<file path="src/rtl/comparador_pkg.sv">
// Shared types and helpers for the pendulum sector comparator.
// Holds the FSM state enum and the sector/limit sizing functions.
package comparador_pkg;

    typedef enum logic [1:0] {
        StIdle,
        StFora,
        StDentro,
        StAcerto
    } state_e;

    // Sector width; the division remainder is absorbed by the last sector.
    function automatic int setor_size(input int total_range, input int num_setores);
        return total_range / num_setores;
    endfunction

    // Two guard bits keep offset + range + hysteresis free of overflow.
    function automatic int lim_width(input int pos_width);
        return pos_width + 2;
    endfunction

endpackage

</file>
<file path="src/rtl/comparador_setor_dwell_calculador_limites.sv">
// Combinational sector index -> [lo, hi) limits in step/16.
// The last sector ends exactly at OFFSET + TOTAL so no range is lost to rounding.
module calculador_limites
    import comparador_pkg::*;
#(
    parameter int NUM_SETORES         = 5,
    parameter int TOTAL_RANGE_STEPS16 = 3200,
    parameter int OFFSET_STEPS16      = 0,
    parameter int POS_WIDTH           = 16,
    parameter int IDX_W               = $clog2(NUM_SETORES),
    parameter int LW                  = lim_width(POS_WIDTH)
) (
    input  logic [IDX_W-1:0]     idx_i,
    output logic signed [LW-1:0] lo_o,
    output logic signed [LW-1:0] hi_o,
    output logic                 valid_o
);

    localparam int SETOR_SIZE = setor_size(TOTAL_RANGE_STEPS16, NUM_SETORES);

    localparam logic signed [LW-1:0] SIZE_S = LW'(SETOR_SIZE);
    localparam logic signed [LW-1:0] OFF_S  = LW'(OFFSET_STEPS16);
    localparam logic signed [LW-1:0] TOP_S  = LW'(OFFSET_STEPS16 + TOTAL_RANGE_STEPS16);

    logic signed [LW-1:0] idx_s;

    always_comb begin
        idx_s   = $signed({{(LW-IDX_W){1'b0}}, idx_i});
        lo_o    = OFF_S + idx_s * SIZE_S;
        hi_o    = (idx_i == IDX_W'(NUM_SETORES - 1)) ? TOP_S : lo_o + SIZE_S;
        // Extra bit so a power-of-two sector count still compares correctly.
        valid_o = ({1'b0, idx_i} < (IDX_W+1)'(NUM_SETORES));
    end

endmodule

</file>
<file path="src/rtl/comparador_setor_dwell.sv">
// Sector comparator with dwell qualification and exit hysteresis.
// Emits a one-cycle hit once the position holds inside the target sector long enough.
module comparador_setor_dwell
    import comparador_pkg::*;
#(
    parameter int NUM_SETORES         = 5,
    parameter int TOTAL_RANGE_STEPS16 = 3200,
    parameter int OFFSET_STEPS16      = 0,
    parameter int POS_WIDTH           = 16,
    parameter int DWELL_CYCLES        = 5_000_000,
    parameter int HYST_STEPS16        = 32
) (
    input  logic                                    clock,
    input  logic                                    reset,
    input  logic                                    enable,
    input  logic                                    target_valid,
    input  logic [$clog2(NUM_SETORES)-1:0]          position_led,
    input  logic signed [POS_WIDTH-1:0]             current_position,
    output logic                                    isInPosition,
    output logic                                    hit,
    output logic                                    target_invalido,
    output logic [$clog2(DWELL_CYCLES+1)-1:0]       dwell_count
);

    localparam int IDX_W = $clog2(NUM_SETORES);
    localparam int LW    = lim_width(POS_WIDTH);
    localparam int CW    = $clog2(DWELL_CYCLES + 1);

    localparam logic [CW-1:0]        DWELL_C = CW'(DWELL_CYCLES);
    localparam logic [CW-1:0]        ONE_C   = CW'(1);
    localparam logic signed [LW-1:0] HYST_S  = LW'(HYST_STEPS16);

    state_e               state_q, state_d;
    logic signed [LW-1:0] lo_q, lo_d, hi_q, hi_d;
    logic                 tgt_ok_q, tgt_ok_d;
    logic                 inval_q, inval_d;
    logic [CW-1:0]        count_q, count_d;
    logic                 in_pos_q, in_pos_d;
    logic                 hit_q, hit_d;

    logic signed [LW-1:0] calc_lo, calc_hi;
    logic                 calc_valid;
    logic signed [LW-1:0] pos_s;
    logic                 in_entry, in_hold;

    calculador_limites #(
        .NUM_SETORES         (NUM_SETORES),
        .TOTAL_RANGE_STEPS16 (TOTAL_RANGE_STEPS16),
        .OFFSET_STEPS16      (OFFSET_STEPS16),
        .POS_WIDTH           (POS_WIDTH),
        .IDX_W               (IDX_W),
        .LW                  (LW)
    ) u_calculador_limites (
        .idx_i   (position_led),
        .lo_o    (calc_lo),
        .hi_o    (calc_hi),
        .valid_o (calc_valid)
    );

    always_comb begin
        pos_s    = $signed({{(LW-POS_WIDTH){current_position[POS_WIDTH-1]}}, current_position});
        in_entry = (pos_s >= lo_q) && (pos_s < hi_q);
        in_hold  = (pos_s >= lo_q - HYST_S) && (pos_s < hi_q + HYST_S);
    end

    always_comb begin
        state_d  = state_q;
        lo_d     = lo_q;
        hi_d     = hi_q;
        tgt_ok_d = tgt_ok_q;
        inval_d  = inval_q;
        count_d  = count_q;
        in_pos_d = 1'b0;
        hit_d    = 1'b0;

        // Limits and the invalid flag track target_valid even while disabled.
        if (target_valid) begin
            if (calc_valid) begin
                lo_d     = calc_lo;
                hi_d     = calc_hi;
                tgt_ok_d = 1'b1;
                inval_d  = 1'b0;
            end else begin
                tgt_ok_d = 1'b0;
                inval_d  = 1'b1;
            end
        end

        if (!enable) begin
            state_d = StIdle;
            count_d = '0;
        end else if (target_valid) begin
            state_d = calc_valid ? StFora : StIdle;
            count_d = '0;
        end else begin
            unique case (state_q)
                StIdle: begin
                    count_d = '0;
                    if (tgt_ok_q) state_d = StFora;
                end
                StFora: begin
                    if (in_entry) begin
                        count_d  = ONE_C;
                        in_pos_d = 1'b1;
                        if (DWELL_C == ONE_C) begin
                            hit_d   = 1'b1;
                            state_d = StAcerto;
                        end else begin
                            state_d = StDentro;
                        end
                    end else begin
                        count_d = '0;
                    end
                end
                StDentro: begin
                    if (in_hold) begin
                        count_d  = count_q + ONE_C;
                        in_pos_d = 1'b1;
                        if (count_q + ONE_C == DWELL_C) begin
                            hit_d   = 1'b1;
                            state_d = StAcerto;
                        end
                    end else begin
                        count_d = '0;
                        state_d = StFora;
                    end
                end
                StAcerto: begin
                    in_pos_d = in_hold;
                    count_d  = DWELL_C;
                end
                default: begin
                    state_d = StIdle;
                    count_d = '0;
                end
            endcase
        end
    end

    always_ff @(posedge clock) begin
        if (reset) begin
            state_q  <= StIdle;
            lo_q     <= '0;
            hi_q     <= '0;
            tgt_ok_q <= 1'b0;
            inval_q  <= 1'b0;
            count_q  <= '0;
            in_pos_q <= 1'b0;
            hit_q    <= 1'b0;
        end else begin
            state_q  <= state_d;
            lo_q     <= lo_d;
            hi_q     <= hi_d;
            tgt_ok_q <= tgt_ok_d;
            inval_q  <= inval_d;
            count_q  <= count_d;
            in_pos_q <= in_pos_d;
            hit_q    <= hit_d;
        end
    end

    always_comb begin
        isInPosition    = in_pos_q;
        hit             = hit_q;
        target_invalido = inval_q;
        dwell_count     = count_q;
    end

endmodule

</file>
<file path="config.mk">
export PLATFORM = sky130hd
export DESIGN_NAME = comparador_setor_dwell
export DESIGN_NICKNAME = d
export VERILOG_FILES = /design/src/rtl/comparador_pkg.sv /design/src/rtl/comparador_setor_dwell_calculador_limites.sv /design/src/rtl/comparador_setor_dwell.sv
export SDC_FILE = /design/constraint.sdc
export NUM_CORES = 1
export LEC_CHECK = 0
export BUFFER_PORTS_ARGS = -buffer_cell sky130_fd_sc_hd__buf_4
export CAP_MARGIN = 20
export CORE_MARGIN = 5
export CORE_UTILIZATION = 30
export CTS_BUF_LIST = sky130_fd_sc_hd__clkbuf_16
export DETAILED_ROUTE_END_ITERATION = 16
export SYNTH_ARGS = -nofsm -noshare
export SYNTH_HDL_FRONTEND = slang
export SYNTH_HIERARCHICAL = 1
export SYNTH_SLANG_ARGS = --single-unit
</file>
<file path="constraint.sdc">
create_clock -name clock -period 3.19 [get_ports clock]
set_input_delay 0.319 -clock clock [delete_from_list [all_inputs] [get_ports clock]]
set_output_delay 0.319 -clock clock [all_outputs]
set_load 0.01 [all_outputs]
</file>
Word-level counts from Yosys, hierarchy flattened
Index checks and enable logic that the tools add are counted.
{ "op_classes": {"n_addsub": 4, "multipliers": 1, "n_div": 0, "order_cmp": 5, "n_eq_ne": 8, "shifts": 0, "n_mux": 17, "bitwise": 3, "n_reduce_logical": 9} }
{ "ops": {"columns": ["op", "n"], "rows": [
  ["$pmux W23 S4", 1],
  ["$ge A16 B18 Y1", 2],
  ["$lt A16 B18 Y1", 2],
  ["$add A23 B1 Y23 const B", 1],
  ["$eq A23 B23 Y1 const B", 1],
  ["$mux W23", 1],
  ["$add A18 B11 Y18 const B", 1],
  ["$add A18 B7 Y18 const B", 1],
  ["$mux W18", 1],
  ["$sub A18 B7 Y18 const B", 1],
  ["$mux W2", 5],
  ["$mux W1", 7],
  ["$mul A3 B3 Y6 const B", 1],
  ["$ne A3 B3 Y1 const B", 2],
  ["$pmux W2 S3", 1],
  ["$reduce_or A5 Y1", 1],
  ["$eq A2 B2 Y1 const B", 2],
  ["$ne A4 B4 Y1 const B", 1],
  ["$reduce_and A4 Y1", 1],
  ["$reduce_bool A4 Y1", 1],
  ["$eq A3 B3 Y1 const B", 1],
  ["$lt A3 B3 Y1 const B", 1],
  ["$not A1 Y1", 3],
  ["$pmux W1 S3", 1],
  ["other kinds (6)", 7]
]} }
{ "totals": {"reg_bits": 58, "latch_bits": 0, "mem_bits_rw": 0, "romBits": 0, "in_bits": 23, "out_inout_bits": 26, "elab_cells": 55, "n_memories": 0} }

Longest topological paths before layout
{ "depth": {"depth_word": 6, "ltp_mapped": 16, "depth_no_buf": 15} }

Modules after synthesis
The synthesis kept the hierarchy.
{ "by_module_without_submodules": {"columns": ["module", "n_inst", "cells_per_inst", "area_each_um2", "seq_area_each_um2"], "rows": [
  ["comparador_setor_dwell", 1, 622, 4800.9, 1301.2],
  ["calculador_limites", 1, 61, 444.2, 0.0]
]} }

Worst setup path after synthesis
OpenSTA, ideal clock, no wires.
{ "synth_path": {"kind": "register -> register", "startpoint": "reg hi_q[7]", "endpoint": "reg state_q[1]", "setup_ns": 0.070, "arrival_ns": 3.286, "t_required_ns": 3.120, "setup_slack_ns": -0.165, "stages_incl_launch_ff": 16, "n_path_buf": 1, "period_less_slack_ns": 3.355, "cell_sequence": "dfxtp_1 > inv_1 > nor3_1 > and3_1 > nand3_1 > xnor2_1 > ha_1 > nand4_1 > nor2_1 > a311o_1 > a211oi_1 > mux2_2 > nor2_1 > clkbuf_1 > o2111ai_1 > a21oi_1"} }
{ "synth_via": {"elab_chain_len": 6, "elab_cells_between_ends": 11, "cone_classes": "add/sub: 1; order compare: 2; eq/ne: 2; mux: 3; reduce/logical: 3"} }
{ "synth_lines": {"columns": ["element", "line_no", "text"], "rows": [
  ["start, declared", "comparador_setor_dwell.sv:34", "logic signed [LW-1:0] lo_q, lo_d, hi_q, hi_d;"],
  ["start signal, assigned", "comparador_setor_dwell.sv:153", "hi_q <= hi_d;"],
  ["$add A18 B7 Y18", "comparador_setor_dwell.sv:63", "in_hold = (pos_s >= lo_q - HYST_S) && (pos_s < hi_q + HYST_S);"],
  ["$lt A16 B18 Y1", "comparador_setor_dwell.sv:63", null],
  ["$logic_and A1 B1 Y1", "comparador_setor_dwell.sv:63", null],
  ["$mux W2", "comparador_setor_dwell.sv:116", "if (in_hold) begin"],
  ["$pmux W2 S3", "comparador_setor_dwell.sv:96", "unique case (state_q)"],
  ["$mux W2", "comparador_setor_dwell.sv:92", "end else if (target_valid) begin"],
  ["end signal, assigned", "comparador_setor_dwell.sv:142", "state_q <= StIdle;"],
  ["end signal, assigned", "comparador_setor_dwell.sv:151", "state_q <= state_d;"],
  ["end, declared", "comparador_setor_dwell.sv:33", "state_e state_q, state_d;"]
]} }
Several ways; a longest one is shown, not always the timed one.
A chain may end at the register's enable or synchronous reset.

Worst setup path in the final report
{ "layout_path": {"startpoint": "reg hi_q[8]", "endpoint": "reg state_q[0]"} }
Same word-level chain as after synthesis.

==> metrics.yaml <==
yosys:
  synth_compound_area_share_pct: 16.1
  synth-simple-area-share_pct: 24.0
  synth_edf_count: 0
  synthMuxAreaShare_pct: 0.835
  syn_area_mm2: 0.00525
  synth_top_family_by_area: "simple AND/OR/NAND/NOR gates"
  ys_seq_elements: 65
  ys_seq_area_share_pct: 24.8
  synthCells: 683
  synth_cell_types: 66
  synth_fa_ha_area_share_pct: 17.7
  synthFlopType: "dfxtp_1"
  syn_area_per_cell_um2: 7.68
  yosys_warnings: 6
  ys_async_sr_fraction_pct: 0
  synth_xor_area_share_pct: 7.66
sta:
  rsz0062_at_grt: "yes"
  finalHoldViolCount: 0
  finalSetupViolations: 0
  tightest_slew_ns: 0.660
  slew_headroom_pct: 56.0
  clock.fmax_mhz: 315
  slew_viol_final: 0
  fin_crit_ns: 3.17
  finClkSkew_ns: 0.0109
  post-route-period-util_pct: 99.5
hold_path:
  hp-class: "input pin to flip-flop"
  min_from: "position_led[0]"
floorplanning:
  io-pin-count: 49
  die_h_um: 142
  row_count: 48
  die_w_um: 142
  die_area_mm2: 0.0202
  start_util_pct: 30.4
  coreArea_mm2: 0.0172
layout:
  final_cell_mix: "nand2_1 (104), buf_4 (91), ha_1 (74)"
  final_layout_size_suffix_gt1_share_pct: 19.6
  n_antenna_cell: 0
  finish.utilization_pct: 37.9
  final_common_cell: "nand2_1"
  synthToLayoutAreaGrowth_pct: 24.6
  final_nets: 861
  n_fill_cell: 1779
  instances_no_fill: 994
worst_setup_path:
  cp_slowest_cell: "a2111o_1"
  end_kind: "flip-flop"
  r2r_start: "hi_q[8]$_SDFFE_PP0P_"
  cp-start-kind: "flip-flop"
  worstSetupStartpoint: "hi_q[8]$_SDFFE_PP0P_"
  cp.required_ns: 3.45
  crit_type: "flip-flop to flip-flop"
  cp_max_fo: 3
  slowest_delay_ns: 0.36
  cp_cell_sequence: "inv_2 > nor3_4 > nand3_2 > nor2_4 > nand2_2 > xnor2_2 > ha_1 > nand4_1 > nor2_1 > a311o_1 > a211oi_2 > mux2i_1 > buf_4 > a31oi_4 > a2111o_1 > o211ai_1"
  cp.arrival_ns: 3.43
grt:
  grt_pass1_wl_mm: 21.4
  track_usage_pct: 13.1
  grt_max_degree: 40
  grt_busiest_layer: "met2"
  overflow: 0
  grt_use_met3_pct: 2.25
  grt_use_met1_pct: 18.6
  grt_pass1_vias: 4401
  antenna_found_initial: 0
  use_met2_pct: 19.5
placement:
  place_inst: 973
  place_congestion: 0.823
  port_buffers: 48
  place_hpwl_mm: 10.0
run:
  max_cap_violations: 0
power:
  power.leakage_nw: 2.67
  vdd_drop_max_uv: 255
  cellPowerDensity_mw_per_mm2: 359
clock_tree:
  cts_tree: "built"
  clock_sinks: 65
  numCtsBuffers: 9
  clk_pin_slew_ns: 0.05
  root_buffer: "clkbuf_16"
  cts_max_level: 3
  clockBufferDepth: 2
  worstSkewPairLatency_ns: 0.34
routing:
  ant_nets: 0
  wire_per_inst_um: 13.4
  drt_iter0_drc: 256
  drcViolationCount: 0
  avgViaCountPerCell: 4.76
  via_count: 4734
  drt_wl_total_mm: 13.3
  dr.pass1.iters: 4
outcome:
  status: "complete, no violations"
[logic make-up (layout without fill, tap and decap cells)]
kind of cell | Yosys count | in the layout
flops | 65 | 65
simple gates | 262 | 262
compound gates | 136 | 136
buf+inv | 96 | 159
mux | 4 | 4
fa+ha+maj | 74 | 74
other cells | 1 | 24
xor+xnor | 45 | 45
[critical path, delay by kind of cell, from the launching register on]
kind | cells | cell delay [ns]
simple gates | 6 | 0.77
mux | 1 | 0.22
buf+inv | 2 | 0.20
fa+ha+maj | 1 | 0.31
compound gates | 5 | 1.12
xor+xnor | 1 | 0.14
flops | 1 | 0.34
[cells in the mapped netlist, drive strengths merged, types with 5 or more instances]
library cell  number  area share (%)
nand2            106             7.6
a21oi             75             7.2
ha                74              18
dfxtp             65              25
nor2              53             3.8
inv               49             3.5
xnor2             34             5.7
buf               30             4.2
nand3             24             2.3
clkbuf            17             1.3
nor3              14             1.3
o21ai             14             1.3
nand4             12             2.0
xor2              11             2.0
nor4              10             1.3
and3               9             1.1
or3                7            0.83
a211oi             5            0.72
a21o               5            0.72
a31oi              5            0.88
or2                5            0.60
[state kept, by name (all words and copies together), names as in the netlist]
register / flops
tgt_ok_q: 1
dwell_count: 23
lo_q: 18
hit: 1
target_invalido: 1
hi_q: 18
isInPosition: 1
state_q: 2
[what timing repair did]
action	in CTS	in global routing
resized for setup	4	43
hold buffers	0	0
endpoints found under the hold margin	0	0
gates cloned	0	2
pin swaps	7	35
setup buffers	2	1
setup endpoints to repair	26	26
[where the power goes]
group	switching, W	total [W]	leakage (nW)	internal [W]
registers	0.0000178	0.000858	0.530	0.000840
clock network	0.000372	0.000967	0.134	0.000595
logic	0.000289	0.000520	2.01	0.000231
total	0.000679	0.00234	2.67	0.00167
[metal layers]
metal	routed length, um	vias up
met5	0	-
met4	291	0
met3	608	20
met2	5780	83
met1	6630	2145
li1	-	2486
[path summary, 6_finish.rpt]
kind / end / slack, ns / cells after the start
max reg2reg: state_q[0]$_SDFFE_PP0P_ / 0.02 / 16
max: state_q[0]$_SDFFE_PP0P_ / 0.02 / 16
min: lo_q[7]$_SDFFE_PP0P_ / 0.29 / 3
min reg2reg: lo_q[15]$_SDFFE_PP0P_ / 0.45 / 2
[per-stage QoR]
stage / power (W) / hold WS [ns] / cell area, um2 / TNS [ns] / setup slack (ns)
2_1_floorplan: 0.00124 / 0.436 / 5350 / 0 / 0.00704
3_3_place_gp: 0.00138 / 0.444 / 6020 / -1.09 / -0.0583
3_5_place_dp: 0.00138 / 0.448 / 6020 / -2.49 / -0.154
4_1_cts: 0.00236 / 0.279 / 6340 / 0 / 0.0243
5_1_grt: 0.00248 / 0.313 / 6540 / -2.78 / -0.160
6_report: 0.00234 / 0.289 / 6540 / 0 / 0.0159
[layout make-up]
type	count	area (um2)	share of cell area (%)
Clock buffer	9	225	3.45
Multi-Input combinational cell	545	3740	57.2
Sequential cell	65	1300	20.0
Inverter	49	184	2.81
Timing Repair Buffer	94	739	11.3
Tap cell	225	282	4.31
Clock inverter	7	61.3	0.938
No activity file was read; power rests on OpenSTA's default activity.
